**src/rtl/modport_alu_if.sv**
```systemverilog
// Command/operand and result bundle for modport_alu.
//   master: drives CE, MODE, CIN, INP_VALID, CMD, OPA, OPB; samples the results
//   slave : samples the command/operands; drives RES, COUT, OFLOW, G, L, E, ERR
interface modport_alu_if #(
    parameter int WIDTH     = 8,
    parameter int CMD_WIDTH = 4
);
    logic                   CE;
    logic                   MODE;
    logic                   CIN;
    logic [1:0]             INP_VALID;
    logic [CMD_WIDTH-1:0]   CMD;
    logic [WIDTH-1:0]       OPA;
    logic [WIDTH-1:0]       OPB;
    logic [2*WIDTH-1:0]     RES;
    logic                   COUT;
    logic                   OFLOW;
    logic                   G;
    logic                   L;
    logic                   E;
    logic                   ERR;

    modport master (
        output CE, MODE, CIN, INP_VALID, CMD, OPA, OPB,
        input  RES, COUT, OFLOW, G, L, E, ERR
    );

    modport slave (
        input  CE, MODE, CIN, INP_VALID, CMD, OPA, OPB,
        output RES, COUT, OFLOW, G, L, E, ERR
    );
endinterface

```
**src/rtl/modport_alu.sv**
```systemverilog
// Registered, clock-enabled integer ALU.
//   MODE=1: add/sub (with carry/borrow in), inc/dec, compare, optional multiplies.
//   MODE=0: bitwise logic, single-bit shifts, rotates of OPA by OPB.
// Ports:
//   CLK : rising-edge clock
//   RST : asynchronous active-high reset, clears all outputs
//   bus : modport_alu_if.slave (CE, MODE, CIN, INP_VALID, CMD, OPA, OPB in;
//         RES, COUT, OFLOW, G, L, E, ERR out)
// Build option: define ALU_MULT_EN to implement MODE=1 CMD 9/10 as a two-stage
// pipeline (every op then takes 2 cycles so results leave in issue order);
// otherwise those commands report ERR with 1-cycle latency.
module modport_alu #(
    parameter int WIDTH     = 8,
    parameter int CMD_WIDTH = 4
) (
    input  logic         CLK,
    input  logic         RST,
    modport_alu_if.slave bus
);
    localparam int SH = $clog2(WIDTH);

    localparam logic [CMD_WIDTH-1:0] A_ADD  = CMD_WIDTH'(0);
    localparam logic [CMD_WIDTH-1:0] A_SUB  = CMD_WIDTH'(1);
    localparam logic [CMD_WIDTH-1:0] A_ADDC = CMD_WIDTH'(2);
    localparam logic [CMD_WIDTH-1:0] A_SUBC = CMD_WIDTH'(3);
    localparam logic [CMD_WIDTH-1:0] A_INCA = CMD_WIDTH'(4);
    localparam logic [CMD_WIDTH-1:0] A_DECA = CMD_WIDTH'(5);
    localparam logic [CMD_WIDTH-1:0] A_INCB = CMD_WIDTH'(6);
    localparam logic [CMD_WIDTH-1:0] A_DECB = CMD_WIDTH'(7);
    localparam logic [CMD_WIDTH-1:0] A_CMP  = CMD_WIDTH'(8);
    localparam logic [CMD_WIDTH-1:0] A_MULI = CMD_WIDTH'(9);
    localparam logic [CMD_WIDTH-1:0] A_MULS = CMD_WIDTH'(10);

    localparam logic [CMD_WIDTH-1:0] L_AND  = CMD_WIDTH'(0);
    localparam logic [CMD_WIDTH-1:0] L_NAND = CMD_WIDTH'(1);
    localparam logic [CMD_WIDTH-1:0] L_OR   = CMD_WIDTH'(2);
    localparam logic [CMD_WIDTH-1:0] L_NOR  = CMD_WIDTH'(3);
    localparam logic [CMD_WIDTH-1:0] L_XOR  = CMD_WIDTH'(4);
    localparam logic [CMD_WIDTH-1:0] L_XNOR = CMD_WIDTH'(5);
    localparam logic [CMD_WIDTH-1:0] L_NOTA = CMD_WIDTH'(6);
    localparam logic [CMD_WIDTH-1:0] L_NOTB = CMD_WIDTH'(7);
    localparam logic [CMD_WIDTH-1:0] L_SRA  = CMD_WIDTH'(8);
    localparam logic [CMD_WIDTH-1:0] L_SLA  = CMD_WIDTH'(9);
    localparam logic [CMD_WIDTH-1:0] L_SRB  = CMD_WIDTH'(10);
    localparam logic [CMD_WIDTH-1:0] L_SLB  = CMD_WIDTH'(11);
    localparam logic [CMD_WIDTH-1:0] L_ROL  = CMD_WIDTH'(12);
    localparam logic [CMD_WIDTH-1:0] L_ROR  = CMD_WIDTH'(13);

    typedef struct packed {
        logic [2*WIDTH-1:0] res;
        logic               cout;
        logic               oflow;
        logic               g;
        logic               l;
        logic               e;
        logic               err;
    } out_t;

    logic [WIDTH:0]   a_x, b_x;
    logic [WIDTH:0]   x, y, cx, sum;
    logic [WIDTH-1:0] lres;
    logic [SH-1:0]    amt;
    logic             need_a, need_b, legal, use_add, sub;
    out_t             nx, q;
`ifdef ALU_MULT_EN
    logic               is_mul;
    logic [2*WIDTH-1:0] ma, mb;
`endif

    assign a_x = {1'b0, bus.OPA};
    assign b_x = {1'b0, bus.OPB};
    assign amt = bus.OPB[SH-1:0];

    always_comb begin
        nx      = '0;
        need_a  = 1'b0;
        need_b  = 1'b0;
        legal   = 1'b1;
        use_add = 1'b0;
        sub     = 1'b0;
        x       = '0;
        y       = '0;
        cx      = '0;
        sum     = '0;
        lres    = '0;
`ifdef ALU_MULT_EN
        is_mul  = 1'b0;
        ma      = '0;
        mb      = '0;
`endif
        if (bus.MODE) begin
            // All add/sub/inc/dec share one W+1-bit adder: x +/- y +/- cx.
            case (bus.CMD)
                A_ADD:  begin need_a = 1'b1; need_b = 1'b1; use_add = 1'b1; x = a_x; y = b_x; end
                A_SUB:  begin need_a = 1'b1; need_b = 1'b1; use_add = 1'b1; sub = 1'b1; x = a_x; y = b_x; end
                A_ADDC: begin need_a = 1'b1; need_b = 1'b1; use_add = 1'b1; x = a_x; y = b_x;
                              cx = {{WIDTH{1'b0}}, bus.CIN}; end
                A_SUBC: begin need_a = 1'b1; need_b = 1'b1; use_add = 1'b1; sub = 1'b1; x = a_x; y = b_x;
                              cx = {{WIDTH{1'b0}}, bus.CIN}; end
                A_INCA: begin need_a = 1'b1; use_add = 1'b1; x = a_x; cx = (WIDTH+1)'(1); end
                A_DECA: begin need_a = 1'b1; use_add = 1'b1; sub = 1'b1; x = a_x; cx = (WIDTH+1)'(1); end
                A_INCB: begin need_b = 1'b1; use_add = 1'b1; x = b_x; cx = (WIDTH+1)'(1); end
                A_DECB: begin need_b = 1'b1; use_add = 1'b1; sub = 1'b1; x = b_x; cx = (WIDTH+1)'(1); end
                A_CMP:  begin
                    need_a = 1'b1;
                    need_b = 1'b1;
                    nx.g   = bus.OPA > bus.OPB;
                    nx.l   = bus.OPA < bus.OPB;
                    nx.e   = bus.OPA == bus.OPB;
                end
`ifdef ALU_MULT_EN
                A_MULI: begin
                    need_a = 1'b1;
                    need_b = 1'b1;
                    is_mul = 1'b1;
                    ma     = (2*WIDTH)'(a_x + (WIDTH+1)'(1));
                    mb     = (2*WIDTH)'(b_x + (WIDTH+1)'(1));
                end
                A_MULS: begin
                    need_a = 1'b1;
                    need_b = 1'b1;
                    is_mul = 1'b1;
                    ma     = (2*WIDTH)'(WIDTH'(bus.OPA << 1));
                    mb     = (2*WIDTH)'(bus.OPB);
                end
`endif
                default: legal = 1'b0;
            endcase
            sum = sub ? (x - y - cx) : (x + y + cx);
            if (use_add) begin
                // Subtraction: bit WIDTH of the wrapped difference is the borrow.
                if (sub) begin
                    nx.res   = (2*WIDTH)'(sum[WIDTH-1:0]);
                    nx.oflow = sum[WIDTH];
                end else begin
                    nx.res   = (2*WIDTH)'(sum);
                    nx.cout  = sum[WIDTH];
                end
            end
        end else begin
            case (bus.CMD)
                L_AND:  begin need_a = 1'b1; need_b = 1'b1; lres = bus.OPA & bus.OPB; end
                L_NAND: begin need_a = 1'b1; need_b = 1'b1; lres = ~(bus.OPA & bus.OPB); end
                L_OR:   begin need_a = 1'b1; need_b = 1'b1; lres = bus.OPA | bus.OPB; end
                L_NOR:  begin need_a = 1'b1; need_b = 1'b1; lres = ~(bus.OPA | bus.OPB); end
                L_XOR:  begin need_a = 1'b1; need_b = 1'b1; lres = bus.OPA ^ bus.OPB; end
                L_XNOR: begin need_a = 1'b1; need_b = 1'b1; lres = ~(bus.OPA ^ bus.OPB); end
                L_NOTA: begin need_a = 1'b1; lres = ~bus.OPA; end
                L_NOTB: begin need_b = 1'b1; lres = ~bus.OPB; end
                L_SRA:  begin need_a = 1'b1; lres = bus.OPA >> 1; end
                L_SLA:  begin need_a = 1'b1; lres = bus.OPA << 1; end
                L_SRB:  begin need_b = 1'b1; lres = bus.OPB >> 1; end
                L_SLB:  begin need_b = 1'b1; lres = bus.OPB << 1; end
                // Rotate by shifting the doubled operand and keeping one WIDTH-bit window.
                L_ROL:  begin
                    need_a = 1'b1;
                    need_b = 1'b1;
                    lres   = WIDTH'(({bus.OPA, bus.OPA} << amt) >> WIDTH);
                    nx.err = |(bus.OPB >> SH);
                end
                L_ROR:  begin
                    need_a = 1'b1;
                    need_b = 1'b1;
                    lres   = WIDTH'({bus.OPA, bus.OPA} >> amt);
                    nx.err = |(bus.OPB >> SH);
                end
                default: legal = 1'b0;
            endcase
            nx.res = (2*WIDTH)'(lres);
        end

        if (!legal || (need_a && !bus.INP_VALID[0]) || (need_b && !bus.INP_VALID[1])) begin
            nx     = '0;
            nx.err = 1'b1;
`ifdef ALU_MULT_EN
            is_mul = 1'b0;
`endif
        end
    end

`ifdef ALU_MULT_EN
    // Stage 1 registers operands; stage 2 multiplies. Non-multiply results ride
    // along in stage 1 so every command leaves in issue order.
    out_t               s1;
    logic               s1_mul;
    logic [2*WIDTH-1:0] s1_ma, s1_mb;

    always_ff @(posedge CLK or posedge RST) begin
        if (RST) begin
            s1     <= '0;
            s1_mul <= 1'b0;
            s1_ma  <= '0;
            s1_mb  <= '0;
            q      <= '0;
        end else if (bus.CE) begin
            s1     <= nx;
            s1_mul <= is_mul;
            s1_ma  <= ma;
            s1_mb  <= mb;
            q      <= s1;
            if (s1_mul) q.res <= s1_ma * s1_mb;
        end
    end
`else
    always_ff @(posedge CLK or posedge RST) begin
        if (RST)         q <= '0;
        else if (bus.CE) q <= nx;
    end
`endif

    assign bus.RES   = q.res;
    assign bus.COUT  = q.cout;
    assign bus.OFLOW = q.oflow;
    assign bus.G     = q.g;
    assign bus.L     = q.l;
    assign bus.E     = q.e;
    assign bus.ERR   = q.err;
endmodule

```
**src/flat_wrapper.sv**
```systemverilog
// flat-port wrapper written by rule: the top's interface ports become plain ports
module modport_alu_flat 
#(
    parameter int WIDTH     = 8,
    parameter int CMD_WIDTH = 4
)
  (CLK, RST, bus_CE, bus_MODE, bus_CIN, bus_INP_VALID, bus_CMD, bus_OPA, bus_OPB, bus_RES, bus_COUT, bus_OFLOW, bus_G, bus_L, bus_E, bus_ERR);
  modport_alu_if #(.WIDTH(WIDTH), .CMD_WIDTH(CMD_WIDTH)) bus_i ();
  input  logic CLK;
  input  logic RST;
  input wire logic [$bits(bus_i.CE)-1:0] bus_CE;
  input wire logic [$bits(bus_i.MODE)-1:0] bus_MODE;
  input wire logic [$bits(bus_i.CIN)-1:0] bus_CIN;
  input wire logic [$bits(bus_i.INP_VALID)-1:0] bus_INP_VALID;
  input wire logic [$bits(bus_i.CMD)-1:0] bus_CMD;
  input wire logic [$bits(bus_i.OPA)-1:0] bus_OPA;
  input wire logic [$bits(bus_i.OPB)-1:0] bus_OPB;
  output wire logic [$bits(bus_i.RES)-1:0] bus_RES;
  output wire logic [$bits(bus_i.COUT)-1:0] bus_COUT;
  output wire logic [$bits(bus_i.OFLOW)-1:0] bus_OFLOW;
  output wire logic [$bits(bus_i.G)-1:0] bus_G;
  output wire logic [$bits(bus_i.L)-1:0] bus_L;
  output wire logic [$bits(bus_i.E)-1:0] bus_E;
  output wire logic [$bits(bus_i.ERR)-1:0] bus_ERR;
  assign bus_i.CE = bus_CE;
  assign bus_i.MODE = bus_MODE;
  assign bus_i.CIN = bus_CIN;
  assign bus_i.INP_VALID = bus_INP_VALID;
  assign bus_i.CMD = bus_CMD;
  assign bus_i.OPA = bus_OPA;
  assign bus_i.OPB = bus_OPB;
  assign bus_RES = bus_i.RES;
  assign bus_COUT = bus_i.COUT;
  assign bus_OFLOW = bus_i.OFLOW;
  assign bus_G = bus_i.G;
  assign bus_L = bus_i.L;
  assign bus_E = bus_i.E;
  assign bus_ERR = bus_i.ERR;
  modport_alu #(.WIDTH(WIDTH), .CMD_WIDTH(CMD_WIDTH)) u_core (.CLK(CLK), .RST(RST), .bus(bus_i));
endmodule
```
**config.mk**
```make
export PLATFORM = sky130hd
export DESIGN_NAME = modport_alu_flat
export DESIGN_NICKNAME = d
export VERILOG_FILES = /design/src/rtl/modport_alu_if.sv /design/src/rtl/modport_alu.sv /design/src/flat_wrapper.sv
export SDC_FILE = /design/constraint.sdc
export NUM_CORES = 1
export LEC_CHECK = 0
export CORE_MARGIN = 3
export CORE_UTILIZATION = 35
export CTS_BUF_LIST = sky130_fd_sc_hd__clkbuf_8 sky130_fd_sc_hd__clkbuf_16
export DETAILED_ROUTE_END_ITERATION = 16
export PLACE_DENSITY = 0.64
export SLEW_MARGIN = 25
export SYNTH_ARGS = -nofsm -noshare
export SYNTH_HDL_FRONTEND = slang
export SYNTH_SLANG_ARGS = --single-unit
```
**constraint.sdc**
```tcl
create_clock -name CLK -period 3 [get_ports CLK]
set_input_delay 0.6 -clock CLK [delete_from_list [all_inputs] [get_ports CLK]]
set_output_delay 0.6 -clock CLK [all_outputs]
set_load 0.01 [all_outputs]
```
==> metrics.txt <==
status finished, final reports clean; largest cells by area after synthesis ha_1 (14%), dfrtp_1 (9.2%), mux4_2 (7.1%); worst path required time 3.15 ns; Sw Share 0.413; pwr dens 226 mW/mm^2; Final Cell Area 0.00533 mm^2; wire per inst 18.8 um; CTS Sinks 14; Yosys top cell by area ha_1; Psw 0.499 mW; YS warnings 0; dpl hpwl 11200 um; Max Cap Violations 0; total congestion overflow 0; critical path class input pin to flip-flop; layout cells sized above 1 0.309; Setup TNS 0 ns; first-pass GRT wire length 22900 um; Routability Congestion 0.994; # hold bufs at CTS 0; fin. max-slew vios 0; Fin Clk Skew 0 ns; antenna-violating nets left 0; Synth top area share 0.141; Synth top cells by count nor2_1 (46), ha_1 (43), inv_1 (43); post-synthesis sequential area ratio 0.0917; DIE AREA 0.0122 mm^2; Pint 0.709 mW; Clock power frac 0.159; CP endpoint kind flip-flop; Final Setup Violations 0; Hold Vio Cnt, Final 0; post-synth design cell area 0.00382 mm^2; vias in the first global route 4299; CTS max path bufs 2; clock buffers created by TritonCTS 3; Cell Count, Final, Fillers Out 754; die height 110 um; Layout Utilization 0.510; area delta synth->final 39.6%; Iter 0 DRT Violations 376; Top Ports 49; Synth cell types 69; flops & latches, synth 14; met2 GRT Util 0.384; Placeable Area 0.0105 mm^2; initial antenna violation count 0; Mapped Avg Cell Area 7.55 um^2; Nets 693; routed vias 4355; Mapped Cells 506; Worst Tran Pin Value 0.656 ns; final worst path period share 0.968; Root Buffer clkbuf_8; prevailing post-synth register cell dfrtp_1; Initial Utilization 0.365; worst hold margin 0.492 ns; met3 usage 0.0225; placed cell area 0.00507 mm^2; ANT cells 0; Hold WC Path Type flip-flop to flip-flop; Post-synth EDFFs 0; global route hottest layer met2; TritonRoute pass-1 iters 5; critical path fanouts, max 5; f_max 0.344 GHz; Cell Rows 37; clk slew on worst S/H paths 0.07 ns; Clock H-tree levels 1; Port Buf Inserts 41; Period minus WS final 2.90 ns; Via-to-Cell Ratio 5.78; asr flop ratio synth 1.00; Residual DRC 0; top-count cell post-synth nor2_1; die width 110 um; Post-Route WL 14200 um; largest net degree at the start of global routing 34; VDD IR max 0.144 mV; startpoint class of the critical path input pin; met1 GRT Util 0.310; Tot GR Track Use 0.227; static leakage 2.39 nW; CTS tree yes; Logic pwr share 0.669; Placed Cells 743; Worst-Skew Late Latency 0.25 ns; Slew Limit Headroom 0.559; Arr. time, crit path 3.05 ns; sequential power share 0.172
[registers in the layout (all words and copies together), names as in the netlist]
register / flops
u_core.bus.L: 1
u_core.bus.OFLOW: 1
u_core.bus.G: 1
u_core.bus.RES: 9
u_core.bus.ERR: 1
u_core.bus.E: 1
[power by group through the flow]
stage | combinational [mW] | clock, mW | sequential [mW]
5_1_grt | 0.878 | 0.207 | 0.209
2_1_floorplan | 0.472 | 0 | 0.216
4_1_cts | 0.773 | 0.191 | 0.208
3_3_place_gp | 0.749 | 0 | 0.211
6_report | 0.808 | 0.191 | 0.208
3_5_place_dp | 0.762 | 0 | 0.211
[critical path, stage by stage]
cell and delay [ns]:
clkbuf_4 0.14, buf_6 0.13, a21oi_2 0.12, or2_4 0.12, inv_2 0.03, fa_2 0.36, fa_2 0.35, nor2b_4 0.14
o31a_1 0.28, o21a_1 0.24, nor3_2 0.21, nor3_2 0.06, o311ai_1 0.26
[cells by family (layout without fill, tap and decap cells)]
logic type	Yosys count	in the layout	share of synthesized area
simple gates	156	156	0.210
compound gates	146	146	0.266
buf+inv	96	202	0.110
fa+ha+maj	47	47	0.162
mux	38	38	0.141
flops	14	14	0.0917
xor+xnor	8	8	0.0183
other cells	1	7	0.000981
[cells in the final DEF (no fill, tap or decap), types with 17 or more instances in the layout]
cell               n
a21oi_1           26
buf_4            108
clkdlybuf4s50_1   27
ha_1              37
inv_1             39
mux2i_1           17
nor2_1            45
nor2b_1           20
nor3_1            19
o21ai_0           19
[worst paths after layout]
| path | startpoint | to | slack [ns] | cells past startpoint |
|---|---|---|---|---|
| worst max-delay path | bus_CMD[1] | u_core.bus.RES[6]$_DFFE_PP0P_ | 0.1 | 13 |
| worst min-delay path | u_core.bus.E$_DFFE_PP0P_ | u_core.bus.E$_DFFE_PP0P_ | 0.49 | 1 |
| worst max register to register | u_core.bus.RES[5]$_DFFE_PP0P_ | u_core.bus.RES[5]$_DFFE_PP0P_ | 1.40 | 5 |
| worst min register to register | u_core.bus.E$_DFFE_PP0P_ | u_core.bus.E$_DFFE_PP0P_ | 0.49 | 1 |
| max in group asynchronous | RST | u_core.bus.RES[5]$_DFFE_PP0P_ | 1.91 | 2 |
| min in group asynchronous | RST | u_core.bus.L$_DFFE_PP0P_ | 0.70 | 2 |
[final cells by class]
type	count	area, um^2
tap	136	170
inverter	47	179
multi-input combinational	402	3320
fill	997	5130
sequential	14	350
clock buffer	4	55.1
timing repair buffer	151	1250
[repair_timing]
item	4_1_cts	5_1_grt
resized for setup	14	32
endpoints found under the setup margin	7	6
buffers inserted	0	7
pin swaps	7	21
[layer usage]
metal | part of all wire | vias to the layer above
li1 | - | 2064
met1 | 0.42 | 2065
met2 | 0.48 | 198
met3 | 0.068 | 28
met4 | 0.025 | 0
met5 | 0 | -
[metrics by stage]
| step | total power, mW | setup WS, ns |
|---|---|---|
| after global placement | 0.959 | -0.442 |
| after CTS | 1.17 | 0.00922 |
| after floorplan | 0.688 | -0.266 |
| after detailed placement | 0.973 | -0.504 |
| after global routing | 1.29 | -0.00927 |
| final | 1.21 | 0.0964 |
No activity file was read; power rests on OpenSTA's default activity.
